--- config.mk ---
export PLATFORM = sky130hd
export DESIGN_NAME = csr_regfile
export DESIGN_NICKNAME = d
export VERILOG_FILES = /design/src/rtl/csr_regfile.sv
export SDC_FILE = /design/constraint.sdc
export NUM_CORES = 1
export LEC_CHECK = 0
export CORE_MARGIN = 5
export CORE_UTILIZATION = 40
export CTS_CLUSTER_DIAMETER = 50
export DETAILED_ROUTE_END_ITERATION = 8
export PLACE_DENSITY_LB_ADDON = 0.3
export SKIP_LAST_GASP = 1
export SLEW_MARGIN = 10
export SYNTH_ARGS = -nofsm -noshare
export SYNTH_HDL_FRONTEND = slang
export SYNTH_SLANG_ARGS = --single-unit
--- constraint.sdc ---
create_clock -name clk -period 7.9 [get_ports clk]
set_input_delay 1.58 -clock clk [delete_from_list [all_inputs] [get_ports clk]]
set_output_delay 1.58 -clock clk [all_outputs]
set_load 0.005 [all_outputs]
--- src/rtl/csr_regfile.sv ---
// rtl/csr_regfile.sv - machine-mode CSR file with cycle/instret counters and trap/mret state
module csr_regfile #(
  parameter int unsigned      XLEN      = 32,
  parameter logic [XLEN-1:0]  MISA_VAL  = 32'h40000100,
  parameter logic [XLEN-1:0]  MTVEC_RST = 32'h00000000
) (
  input  logic            clk,
  input  logic            rst,
  input  logic [11:0]     csr_raddr,
  output logic [XLEN-1:0] csr_data,
  input  logic            csr_out_en,
  input  logic [11:0]     csrw_addr,
  input  logic [XLEN-1:0] csrw_data,
  input  logic            instret_en,
  input  logic            trap_en,
  input  logic [XLEN-1:0] trap_pc,
  input  logic [XLEN-1:0] trap_cause,
  input  logic [XLEN-1:0] trap_val,
  input  logic            mret_en,
  output logic [XLEN-1:0] mtvec_out,
  output logic [XLEN-1:0] mepc_out,
  output logic            mie_global
);

  localparam logic [11:0] A_MSTATUS   = 12'h300;
  localparam logic [11:0] A_MISA      = 12'h301;
  localparam logic [11:0] A_MIE       = 12'h304;
  localparam logic [11:0] A_MTVEC     = 12'h305;
  localparam logic [11:0] A_MSCRATCH  = 12'h340;
  localparam logic [11:0] A_MEPC      = 12'h341;
  localparam logic [11:0] A_MCAUSE    = 12'h342;
  localparam logic [11:0] A_MTVAL     = 12'h343;
  localparam logic [11:0] A_MIP       = 12'h344;
  localparam logic [11:0] A_MCYCLE    = 12'hB00;
  localparam logic [11:0] A_MCYCLEH   = 12'hB80;
  localparam logic [11:0] A_MINSTRET  = 12'hB02;
  localparam logic [11:0] A_MINSTRETH = 12'hB82;
  localparam logic [11:0] A_CYCLE     = 12'hC00;
  localparam logic [11:0] A_CYCLEH    = 12'hC80;
  localparam logic [11:0] A_INSTRET   = 12'hC02;
  localparam logic [11:0] A_INSTRETH  = 12'hC82;

  logic              r_mie_bit;
  logic              r_mpie_bit;
  logic [XLEN-1:0]   r_mie;
  logic [XLEN-1:0]   r_mtvec;
  logic [XLEN-1:0]   r_mscratch;
  logic [XLEN-1:0]   r_mepc;
  logic [XLEN-1:0]   r_mcause;
  logic [XLEN-1:0]   r_mtval;
  logic [2*XLEN-1:0] r_mcycle;
  logic [2*XLEN-1:0] r_minstret;

  logic [XLEN-1:0]   w_mstatus;
  logic              w_sys_event;
  logic              w_wr_mstatus;
  logic              w_wr_mie;
  logic              w_wr_mtvec;
  logic              w_wr_mscratch;
  logic              w_wr_mepc;
  logic              w_wr_mcause;
  logic              w_wr_mtval;
  logic              w_wr_cyc_lo;
  logic              w_wr_cyc_hi;
  logic              w_wr_ret_lo;
  logic              w_wr_ret_hi;

  always_comb begin
    w_mstatus        = '0;
    w_mstatus[12:11] = 2'b11;
    w_mstatus[7]     = r_mpie_bit;
    w_mstatus[3]     = r_mie_bit;
  end

  // Trap/mret own mstatus/mepc/mcause/mtval that cycle; other CSR writes still land.
  assign w_sys_event   = trap_en | mret_en;
  assign w_wr_mstatus  = csr_out_en && (csrw_addr == A_MSTATUS) && !w_sys_event;
  assign w_wr_mepc     = csr_out_en && (csrw_addr == A_MEPC)    && !w_sys_event;
  assign w_wr_mcause   = csr_out_en && (csrw_addr == A_MCAUSE)  && !w_sys_event;
  assign w_wr_mtval    = csr_out_en && (csrw_addr == A_MTVAL)   && !w_sys_event;
  assign w_wr_mie      = csr_out_en && (csrw_addr == A_MIE);
  assign w_wr_mtvec    = csr_out_en && (csrw_addr == A_MTVEC);
  assign w_wr_mscratch = csr_out_en && (csrw_addr == A_MSCRATCH);
  assign w_wr_cyc_lo   = csr_out_en && (csrw_addr == A_MCYCLE);
  assign w_wr_cyc_hi   = csr_out_en && (csrw_addr == A_MCYCLEH);
  assign w_wr_ret_lo   = csr_out_en && (csrw_addr == A_MINSTRET);
  assign w_wr_ret_hi   = csr_out_en && (csrw_addr == A_MINSTRETH);

  always_ff @(posedge clk) begin
    if (rst) begin
      r_mie_bit  <= 1'b0;
      r_mpie_bit <= 1'b0;
    end else if (trap_en) begin
      r_mpie_bit <= r_mie_bit;
      r_mie_bit  <= 1'b0;
    end else if (mret_en) begin
      r_mie_bit  <= r_mpie_bit;
      r_mpie_bit <= 1'b1;
    end else if (w_wr_mstatus) begin
      r_mie_bit  <= csrw_data[3];
      r_mpie_bit <= csrw_data[7];
    end
  end

  always_ff @(posedge clk) begin
    if (rst) begin
      r_mepc   <= '0;
      r_mcause <= '0;
      r_mtval  <= '0;
    end else if (trap_en) begin
      r_mepc   <= {trap_pc[XLEN-1:2], 2'b00};
      r_mcause <= trap_cause;
      r_mtval  <= trap_val;
    end else begin
      if (w_wr_mepc)   r_mepc   <= {csrw_data[XLEN-1:2], 2'b00};
      if (w_wr_mcause) r_mcause <= csrw_data;
      if (w_wr_mtval)  r_mtval  <= csrw_data;
    end
  end

  always_ff @(posedge clk) begin
    if (rst) begin
      r_mie      <= '0;
      r_mtvec    <= MTVEC_RST;
      r_mscratch <= '0;
    end else begin
      if (w_wr_mie)      r_mie      <= csrw_data;
      if (w_wr_mtvec)    r_mtvec    <= {csrw_data[XLEN-1:2], 2'b00};
      if (w_wr_mscratch) r_mscratch <= csrw_data;
    end
  end

  // A software write freezes the other half for that cycle: no increment, no carry.
  always_ff @(posedge clk) begin
    if (rst) begin
      r_mcycle <= '0;
    end else if (w_wr_cyc_lo) begin
      r_mcycle[XLEN-1:0] <= csrw_data;
    end else if (w_wr_cyc_hi) begin
      r_mcycle[2*XLEN-1:XLEN] <= csrw_data;
    end else begin
      r_mcycle <= r_mcycle + 1'b1;
    end
  end

  always_ff @(posedge clk) begin
    if (rst) begin
      r_minstret <= '0;
    end else if (w_wr_ret_lo) begin
      r_minstret[XLEN-1:0] <= csrw_data;
    end else if (w_wr_ret_hi) begin
      r_minstret[2*XLEN-1:XLEN] <= csrw_data;
    end else if (instret_en) begin
      r_minstret <= r_minstret + 1'b1;
    end
  end

  always_comb begin
    csr_data = '0;
    case (csr_raddr)
      A_MSTATUS:               csr_data = w_mstatus;
      A_MISA:                  csr_data = MISA_VAL;
      A_MIE:                   csr_data = r_mie;
      A_MTVEC:                 csr_data = r_mtvec;
      A_MSCRATCH:              csr_data = r_mscratch;
      A_MEPC:                  csr_data = r_mepc;
      A_MCAUSE:                csr_data = r_mcause;
      A_MTVAL:                 csr_data = r_mtval;
      A_MIP:                   csr_data = '0;
      A_MCYCLE,   A_CYCLE:     csr_data = r_mcycle[XLEN-1:0];
      A_MCYCLEH,  A_CYCLEH:    csr_data = r_mcycle[2*XLEN-1:XLEN];
      A_MINSTRET, A_INSTRET:   csr_data = r_minstret[XLEN-1:0];
      A_MINSTRETH, A_INSTRETH: csr_data = r_minstret[2*XLEN-1:XLEN];
      default:                 csr_data = '0;
    endcase
  end

  assign mtvec_out  = r_mtvec;
  assign mepc_out   = r_mepc;
  assign mie_global = r_mie_bit;

endmodule
* After elaboration in Yosys (flattened, before gate mapping)
Index checks and enable logic that the tools add are counted.
** Storage, ports and cells
- Flip-flop bits (word level) :: 318
- Input bits :: 158
- Output and inout port bits :: 97
- Logic and storage cells :: 94
** Cells by class
- Add/sub/neg operators :: 2
- Equal/unequal tests :: 29
- Multiplexer cells :: 19
- Bitwise logic cells :: 2
- Reductions and logical operators :: 30
** Operators by type and width (number)
- $mux W32 :: 12
- $pmux W32 S12 :: 1
- $eq A12 B10 Y1 const B :: 15
- $eq A12 B12 Y1 const B :: 12
- $add A64 B1 Y64 const B :: 2
- $mux W64 :: 1
- $logic_and A1 B1 Y1 :: 15
- $reduce_bool A2 Y1 :: 6
- $reduce_or A2 Y1 :: 5
- $mux W1 :: 5
- $ne A2 B2 Y1 const B :: 2
- $reduce_and A2 Y1 :: 2
- $reduce_bool A3 Y1 :: 1
- $logic_not A1 Y1 :: 1
- $not A1 Y1 :: 1
- $or A1 B1 Y1 :: 1

* Depth between registers and ports, before layout
Gate-level depths: netlist of run 1.
- Depth after elaboration :: 6
- Gate-level depth with buffers :: 10
- Depth with buffers taken out :: 7

* Worst setup path after synthesis of run 1
No wires, ideal clock.
- Path type :: input -> output
- Start :: input csr_raddr[1]
- End :: output csr_data[17]
- Arrival time :: 3.413 ns
- Required time :: 6.320 ns
- Path slack :: 2.907 ns
- Cell stages on the path :: 7
- Buffers on the path :: 4
- Path through :: clkbuf_1 > clkbuf_1 > clkbuf_1 > buf_2 > mux4_2 > a222oi_1 > nand2_1
** Between the ends
- Word-level cells in the longest chain between the ends :: 3
- Elaborated cells between the ends (all ways) :: 21
- Classes of those cells :: eq/ne: 16; mux: 1; reduce/logical: 4
** RTL lines
- start, declared :: line 9 : input logic [11:0] csr_raddr,
- $eq A12 B12 Y1 :: line 160 : case (csr_raddr)
- $reduce_or A2 Y1 :: line 160
- $pmux W32 S12 (*) :: line 160
- end, declared :: line 10 : output logic [XLEN-1:0] csr_data,
Mark *: on every way between the ends. The rest lies on a longest branch, timed or not.

* Worst setup path after layout of run 1
- Start :: input csr_raddr[7]
- End :: output csr_data[28]
Same word-level chain as after synthesis.

==> out/qor_table.md, run 1 <==
| Stage | Result | Reported |
|---|---|---|
| global route | All-Layer GR Usage | 30.1% |
| placed design | Post-DP HPWL | 55.0 mm |
| drt | Vias per std cell | 6.22 |
| min path | Source of the worst hold timing path | r_mie[15] |
| sta | Final Hold Viols | 0 |
| cells and area | Share of the core filled with cells | 49.9% |
| yosys | Commonest cells in the netlist | dfxtp_1 (318), nand2_1 (312), nor2_1 (251) |
| global route | Congestion Overflow GR | 0 |
| pwr | Post-route total power | 3930 uW |
| yosys | Mean cell area of the mapped netlist | 8.15 sq um |
| setup path | Internal reg-to-reg setup slack | 4.75 ns |
| yosys | Instance count of the mapped netlist | 2187 |
| cells and area | Final Non-Filler Cells | 2957 |
| drt | Number of violations reported at the end of detailed-routing iteration 0 | 2457 |
| sta | Unrepaired setup endpoints after global routing | false |
| yosys | Yosys warns | 0 |
| placed design | Placed Instances | 2876 |
| sta | Max Freq | 152 MHz |
| drt | Detailed-routing iteration count for the pre-antenna-repair pass | 7 |
| sta | Aggregate negative setup slack | 0 ns |
| clock network | TritonCTS clock tree | done |
| yosys | Register area share after synthesis | 35.7% |
| setup path | Start point of the critical path | csr_raddr[7] |
| global route | Vias in the first global route | 17600 |
| global route | First-pass GRT wire length | 115 mm |
| drt | Remaining design rule violation count | 0 |
| run | Count of maximum capacitance violations | 0 |
| die | I/O pin count | 255 |
| die | Number of placement rows | 77 |
| die | Total core area | 0.0441 sq mm |
| clock network | Clk pin slew, worst setup/hold paths | 0.06 ns |
| global route | Largest net degree at the start of global routing | 195 |
| pwr | Leakage power of the design | 0.00767 uW |
| pwr | Power density relative to cell area | 178 mW/mm^2 |
| setup path | Critical Path Source Type | input port |
| sta | Tightest hold margin | 0.451 ns |
| yosys | Most numerous cell in the Yosys netlist | dfxtp_1 |
| yosys | Proportion of synthesized flip-flops having asynchronous set or reset | 0% |
| setup path | Reg2Reg Launch Point | r_mcycle[0] |
| cells and area | Number of nets in the final layout | 2489 |
| clock network | CTS sink count | 318 |
| clock network | Root buf cell | clkbuf_16 |
| min path | Path class of the lowest-slack min-delay path | reg2reg |
| die | Height of the chip | 221 microns |
| cells and area | Fraction of layout instances using a drive strength above 1 | 11.8% |
| drt | Number of routed nets with antenna violations | 0 |
| setup path | Largest driver fanout on the critical path | 23 |
| clock network | Total clock buffers created by CTS | 43 |
| sta | Number of max-slew violations in the final report | 0 |
| yosys | Fraction of synthesized cell area taken by the top area cell type | 35.7% |
| sta | Fin crit share | 83.2% |
| yosys | Distinct cell type count of the synthesized netlist | 77 |
| yosys | Area of the mapped netlist | 0.0178 sq mm |
| pwr | Max rail drop VDD | 148 uV |
| global route | Initial antenna violation count | 8 |
| drt | Total number of vias | 18400 |
| placed design | Buffers on Ports | 248 |
| clock network | Count of buffers added by post-CTS timing repair for setup | 0 |
| yosys | Count of flip-flops with a built-in enable after synthesis | 0 |
| sta | Time the worst path needs with I/O delays and setup | 6.57 ns |
| yosys | Dominant synthesized flop cell | dfxtp_1 |
| yosys | Cell type contributing the most total cell area after synthesis | dfxtp_1 |
| sta | Slew at the pin closest to its max-slew limit | 1.10 ns |
| setup path | Crit path DAT | 4.99 ns |
| setup path | Start-to-end type of the worst setup path | in2out |
| run status | Run status | finished, final reports clean |
| setup path | WP data required | 6.32 ns |
| clock network | Quantity of hold-fixing buffers added after cts | 0 |
| cells and area | Total area of sequential cells | 0.00637 sq mm |
| clock network | Source-to-sink clock delay at the later pin of the worst-skew pair | 0.58 ns |
| cells and area | Synth-to-Final Area Change | 23.6% |
| sta | Slew headroom | 26.3% |
| setup path | Stage delay of the slowest cell on the critical path | 0.92 ns |
| yosys | Post-synthesis register bit count | 318 |
| clock network | Clock buffer depth | 3 |
| die | Chip Width | 221 microns |
| cells and area | Filler cell count | 4264 |
| placed design | Routability-driven placement congestion ratio | 0.958 |
| die | Die outline area | 0.0489 sq mm |
| setup path | Type of element capturing the critical path | output port |
| setup path | Most repeated library cell on the critical path | buf_4 |
| setup path | CP Cell Sequence | clkdlybuf4s50_1 > buf_4 > nor4_2 > buf_4 > nand4b_1 > nor3_4 > buf_4 > a22oi_1 > nand3_1 > clkdlybuf4s50_1 |
| setup path | CP max stage cell | nor3_4 |
| drt | Post-detailed-route wirelength per cell | 26.4 microns |
| cells and area | Area used by multi-input combinational logic | 0.0107 sq mm |
| clock network | CTS-repair resized insts | 0 |
| sta | Final Setup Violations | 0 |
| drt | Overall routed net length | 78.2 mm |
| clock network | Number of levels the H-tree was split into | 2 |
| die | Initial core utilization | 40.4% |
| yosys | Top cells by area, synth | dfxtp_1 (36%), mux2_2 (7.8%), nand2_1 (6.6%) |
| sta | Skew final | 0.0223 ns |
logic make-up (layout without fill, tap and decap cells):
family	Yosys count	count (layout)	synth area share, %
adder cells (fa/ha/maj)	2	2	0.140
multiplexers	245	245	15.3
AO/OA/AOI/OAI	444	444	16.9
other	1	9	0.0210
flip-flops	318	318	35.7
XOR/XNOR	64	64	3.14
buffers and inverters	205	375	4.58
AND/OR/NAND/NOR	908	908	24.1
final cells by class:
cell class                      count  area share (%)
Multi-Input combinational cell   1667            48.7
Sequential cell                   318            28.9
Timing Repair Buffer              283            12.5
Clock buffer                       57            5.39
Tap cell                          592            3.36
Clock inverter                     19           0.863
Inverter                           16           0.273
Antenna cell                        5          0.0568
routing by layer:
metal  up-vias  GRT usage, %  part of all wire, %
li1       8261             -                    -
met5         -             0                0.028
met1      8887          40.1                   40
met3       183          6.61                   10
met4         4          12.5                  3.9
met2      1070          47.4                   45
cells in the final DEF (no fill, tap or decap), drive strengths merged, types with 5 or more instances in the layout:
cell type      Yosys  final
inv               16     21
o21ai             39     39
clkbuf           153     57
a221oi            12     12
nor2             252    252
a222oi            37     37
clkinv             0      7
nand4             54     54
a211oi            72     72
buf               36     39
a31oi             17     17
nor4b              6      6
a32oi              5      5
mux2             127    127
nor4              28     28
clkdlybuf4s50      0    244
o211ai             7      7
nand2            312    312
nor3              57     57
a22oi             53     53
dfxtp            318    318
or3                8      8
xnor2             30     30
a21oi            151    151
nand3             83     83
and3              28     28
clkinvlp           0      5
mux4              10     10
and2              15     15
mux2i            108    108
a311oi             6      6
or4               10     10
nor2b             16     16
and4              13     13
diode              0      5
a22o               7      7
xor2              34     34
or2                5      5
metrics by stage:
step / setup slack (ns) / area, sq um
2_1_floorplan: 2.91 / 17800
3_3_place_gp: 1.51 / 20600
3_5_place_dp: 1.42 / 20600
4_1_cts: 1.40 / 22000
5_1_grt: 1.28 / 22000
6_report: 1.33 / 22000
sequential cells by signal, summed over array words and instances, names as in the netlist:
register	count
r_minstret	64
r_mcycle	64
r_mscratch	32
r_mcause	32
r_mie	32
mtvec_out	30
r_mtval	32
r_mpie_bit	1
mepc_out	30
mie_global	1
report_power, final:
part / leakage (uW) / internal [uW] / switching (uW)
Clock: 0.000664 / 1130 / 794
Combinational: 0.00442 / 161 / 187
Sequential: 0.00258 / 1640 / 24.0
Total: 0.00767 / 2930 / 1000
critical path: cells and delay by family:
family                 cells  cell delay [ns]
AOI/OAI and AO/OA          1             0.09
and+or+nand+nor            4             1.54
buffers and inverters      5             1.78
final timing paths:
kind | to | cells past startpoint
worst max-delay path | csr_data[28] | 10
worst max register to register | r_mcycle[60] | 7
worst min-delay path | r_mie[15] | 2
worst min register to register | r_mie[15] | 2
Note: power is estimated with default switching activity, not from simulation.
==> run 2: changes to the inputs <==
Clock period 7.9 ns to 5.5 ns, I/O delays scaled along.
==> run 2 against run 1 <==
Against the previous run:
- combinational power grew 46%
- critical path type unchanged
- sequential share of layout area is 0.39 points lower
- clock-buffer cell count down 2
- wire length grew 0.42%
- hold slack better by 0.00088 ns
- non-clock buffer count up 19
==> out/qor_table.md, run 2 (same netlist as run 1, synthesis figures left out) <==
| Stage | Result | Reported | Delta |
|---|---|---|---|
| run status | Run status | finished, final reports clean | unchanged |
| setup path | CP Cell Sequence | clkdlybuf4s50_1 > nor4b_2 > nand2_1 > nor2_1 > a22oi_1 > and3_1 > nand2_1 > clkdlybuf4s50_1 | was clkdlybuf4s50_1 > buf_4 > nor4_2 > buf_4 > nand4b_1 > nor3_4 > buf_4 > a22oi_1 > nand3_1 > clkdlybuf4s50_1 |
| sta | Slew at the pin closest to its max-slew limit | 1.25 ns | was 1.10 ns |
| die | Number of placement rows | 77 | unchanged |
| min path | Path class of the lowest-slack min-delay path | reg2reg | unchanged |
| pwr | Switching Share | 25.1% | was 25.6% |
| clock network | TritonCTS clock tree | done | unchanged |
| clock network | Number of levels the H-tree was split into | 2 | unchanged |
| setup path | Critical Path Source Type | input port | unchanged |
| drt | Total number of vias | 18800 | was 18400 |
| pwr | Sequential group share of total power | 40.5% | was 42.2% |
| drt | Vias per std cell | 6.30 | was 6.22 |
| clock network | Quantity of hold-fixing buffers added after cts | 0 | unchanged |
| setup path | Internal reg-to-reg setup slack | 2.50 ns | was 4.75 ns |
| clock network | CTS sink count | 318 | unchanged |
| die | Chip Width | 221 microns | unchanged |
| drt | Overall routed net length | 78.5 mm | was 78.2 mm |
| cells and area | Area used by multi-input combinational logic | 0.0107 sq mm | about the same |
| die | I/O pin count | 255 | unchanged |
| global route | Congestion Overflow GR | 0 | unchanged |
| sta | Final Setup Violations | 0 | unchanged |
| clock network | Clock buffer depth | 3 | unchanged |
| cells and area | Filler cell count | 4222 | was 4264 |
| cells and area | Total area of sequential cells | 0.00637 sq mm | unchanged |
| sta | Unrepaired setup endpoints after global routing | false | unchanged |
| placed design | Buffers on Ports | 248 | unchanged |
| sta | Final critical-path setup slack | 0.171 ns | was 1.33 ns |
| global route | All-Layer GR Usage | 30.2% | was 30.1% |
| sta | Fin crit share | 96.9% |  |
| sta | Skew final | 0.0255 ns | was 0.0223 ns |
| sta | Final Hold Viols | 0 | unchanged |
| die | Die outline area | 0.0489 sq mm | unchanged |
| setup path | Crit path DAT | 4.23 ns | was 4.99 ns |
| setup path | CP max stage cell | nor4b_2 | was nor3_4 |
| die | Height of the chip | 221 microns | unchanged |
| drt | Post-detailed-route wirelength per cell | 26.4 microns | about the same |
| sta | Time the worst path needs with I/O delays and setup | 5.33 ns |  |
| setup path | WP data required | 4.40 ns | was 6.32 ns |
| clock network | Total clock buffers created by CTS | 43 | unchanged |
| pwr | Relative contribution of the clock network to total power | 50.9% | was 49.0% |
| pwr | Net switching power figure | 1480 uW | was 1000 uW |
| pwr | Internal Dissipation | 4410 uW | was 2930 uW |
| drt | Number of routed nets with antenna violations | 0 | unchanged |
| cells and area | Registers with the most flip-flops | r_mcycle: 64 flops, r_minstret: 64 flops | unchanged |
| cells and area | Design Area, Final | 0.0223 sq mm | was 0.0220 sq mm |
| pwr | Combinational group share of total power | 8.6% | was 8.8% |
| pwr | Leakage power of the design | 0.00785 uW | was 0.00767 uW |
| drt | Number of violations reported at the end of detailed-routing iteration 0 | 2436 | was 2457 |
| sta | Number of max-slew violations in the final report | 0 | unchanged |
| pwr | Max rail drop VDD | 232 uV | was 148 uV |
| cells and area | Most common cell after layout, fill and taps aside | dfxtp_1 | unchanged |
| clock network | Count of buffers added by post-CTS timing repair for setup | 0 | unchanged |
| placed design | Worst-case setup slack after placement | 0.280 ns | was 1.42 ns |
| die | Total core area | 0.0441 sq mm | unchanged |
| setup path | Type of element capturing the critical path | output port | unchanged |
| global route | First-pass GRT wire length | 116 mm | was 115 mm |
| sta | Slew headroom | 15.6% | was 26.3% |
| placed design | Cell area after placement | 0.0208 sq mm | was 0.0206 sq mm |
| die | Initial core utilization | 40.4% | unchanged |
| pwr | Power density relative to cell area | 264 mW/mm^2 | was 178 mW/mm^2 |
| sta | Max Freq | 188 MHz |  |
| placed design | Post-DP HPWL | 55.8 mm | was 55.0 mm |
| drt | Remaining design rule violation count | 0 | unchanged |
| clock network | CTS-repair resized insts | 0 | unchanged |
| cells and area | Fraction of layout instances using a drive strength above 1 | 12.6% | was 11.8% |
| clock network | Root buf cell | clkbuf_16 | unchanged |
| cells and area | Leading cell types in the layout, fill and taps excluded | dfxtp_1 (318), nand2_1 (312), nor2_1 (250) | was dfxtp_1 (318), nand2_1 (312), nor2_1 (248) |
| clock network | Clk pin slew, worst setup/hold paths | 0.06 ns | about the same |
| global route | Vias in the first global route | 18000 | was 17600 |
| cells and area | Synth-to-Final Area Change | 25.3% | was 23.6% |
| setup path | Largest driver fanout on the critical path | 6 | was 23 |
| global route | Initial antenna violation count | 3 | was 8 |
| sta | Aggregate negative setup slack | 0 ns | unchanged |
| sta | Tightest hold margin | 0.452 ns | was 0.451 ns |
| run | Count of maximum capacitance violations | 0 | unchanged |
| placed design | Routability-driven placement congestion ratio | 0.974 | was 0.958 |
| clock network | Source-to-sink clock delay at the later pin of the worst-skew pair | 0.59 ns | was 0.58 ns |
| global route | Largest net degree at the start of global routing | 152 | was 195 |
| setup path | Stage delay of the slowest cell on the critical path | 0.68 ns | was 0.92 ns |
| setup path | Start-to-end type of the worst setup path | in2out | unchanged |
| drt | Detailed-routing iteration count for the pre-antenna-repair pass | 7 | unchanged |
| cells and area | Number of nets in the final layout | 2508 | was 2489 |
[run 2: cell count changes in the layout (fill, tap and decap cells not counted), moves of 2 or more]
cell,before,now
clkbuf_8,6,9
buf_12,1,4
bufinv_16,2,5
clkbuf_1,8,2
nor2_1,248,250
buf_4,35,51
[run 2: worst max-delay path, delay by kind of cell]
family          cells  cell delay, ns
simple gates        5            1.83
compound gates      1            0.16
buf+inv             2            1.14
[run 2: layout make-up]
cell class / instances / area share, %
Antenna cell: 5 / 0.0560
Clock buffer: 55 / 5.52
Clock inverter: 23 / 1.30
Inverter: 16 / 0.269
Multi-Input combinational cell: 1667 / 47.9
Sequential cell: 318 / 28.5
Tap cell: 592 / 3.32
Timing Repair Buffer: 302 / 13.1
[run 2: final timing paths]
| kind | from | to | depth (start not counted) |
|---|---|---|---|
| worst max-delay path | csr_raddr[5] | csr_data[12] | 8 |
| worst min-delay path | r_mie[25] | r_mie[25] | 2 |
| worst max register to register | r_mcycle[27] | r_mcycle[37] | 6 |
| worst min register to register | r_mie[25] | r_mie[25] | 2 |
[run 2: stage by stage]
stage,util [%],instances,total power (uW)
floorplan,-,2190,2660
global placement,47.1,2895,2920
detailed placement,47.1,2895,2920
CTS,50.6,2973,5890
global route,50.6,2976,6030
finish,50.6,2978,5890
[run 2: power groups by stage]
| stage | sequential (uW) | combinational (uW) | clock (uW) |
|---|---|---|---|
| after detailed placement | 2430 | 493 | 0 |
| final | 2380 | 506 | 3000 |
| after floorplan | 2420 | 241 | 0 |
| after global routing | 2390 | 529 | 3120 |
| after global placement | 2430 | 486 | 0 |
| after CTS | 2380 | 497 | 3020 |
[run 2: layer usage]
| layer | wire length (microns) | global-route usage (%) |
|---|---|---|
| met1 | 30500 | 39.9 |
| met2 | 35200 | 47.4 |
| met3 | 9340 | 7.05 |
| met4 | 3480 | 13.3 |
| met5 | 0 | 0 |
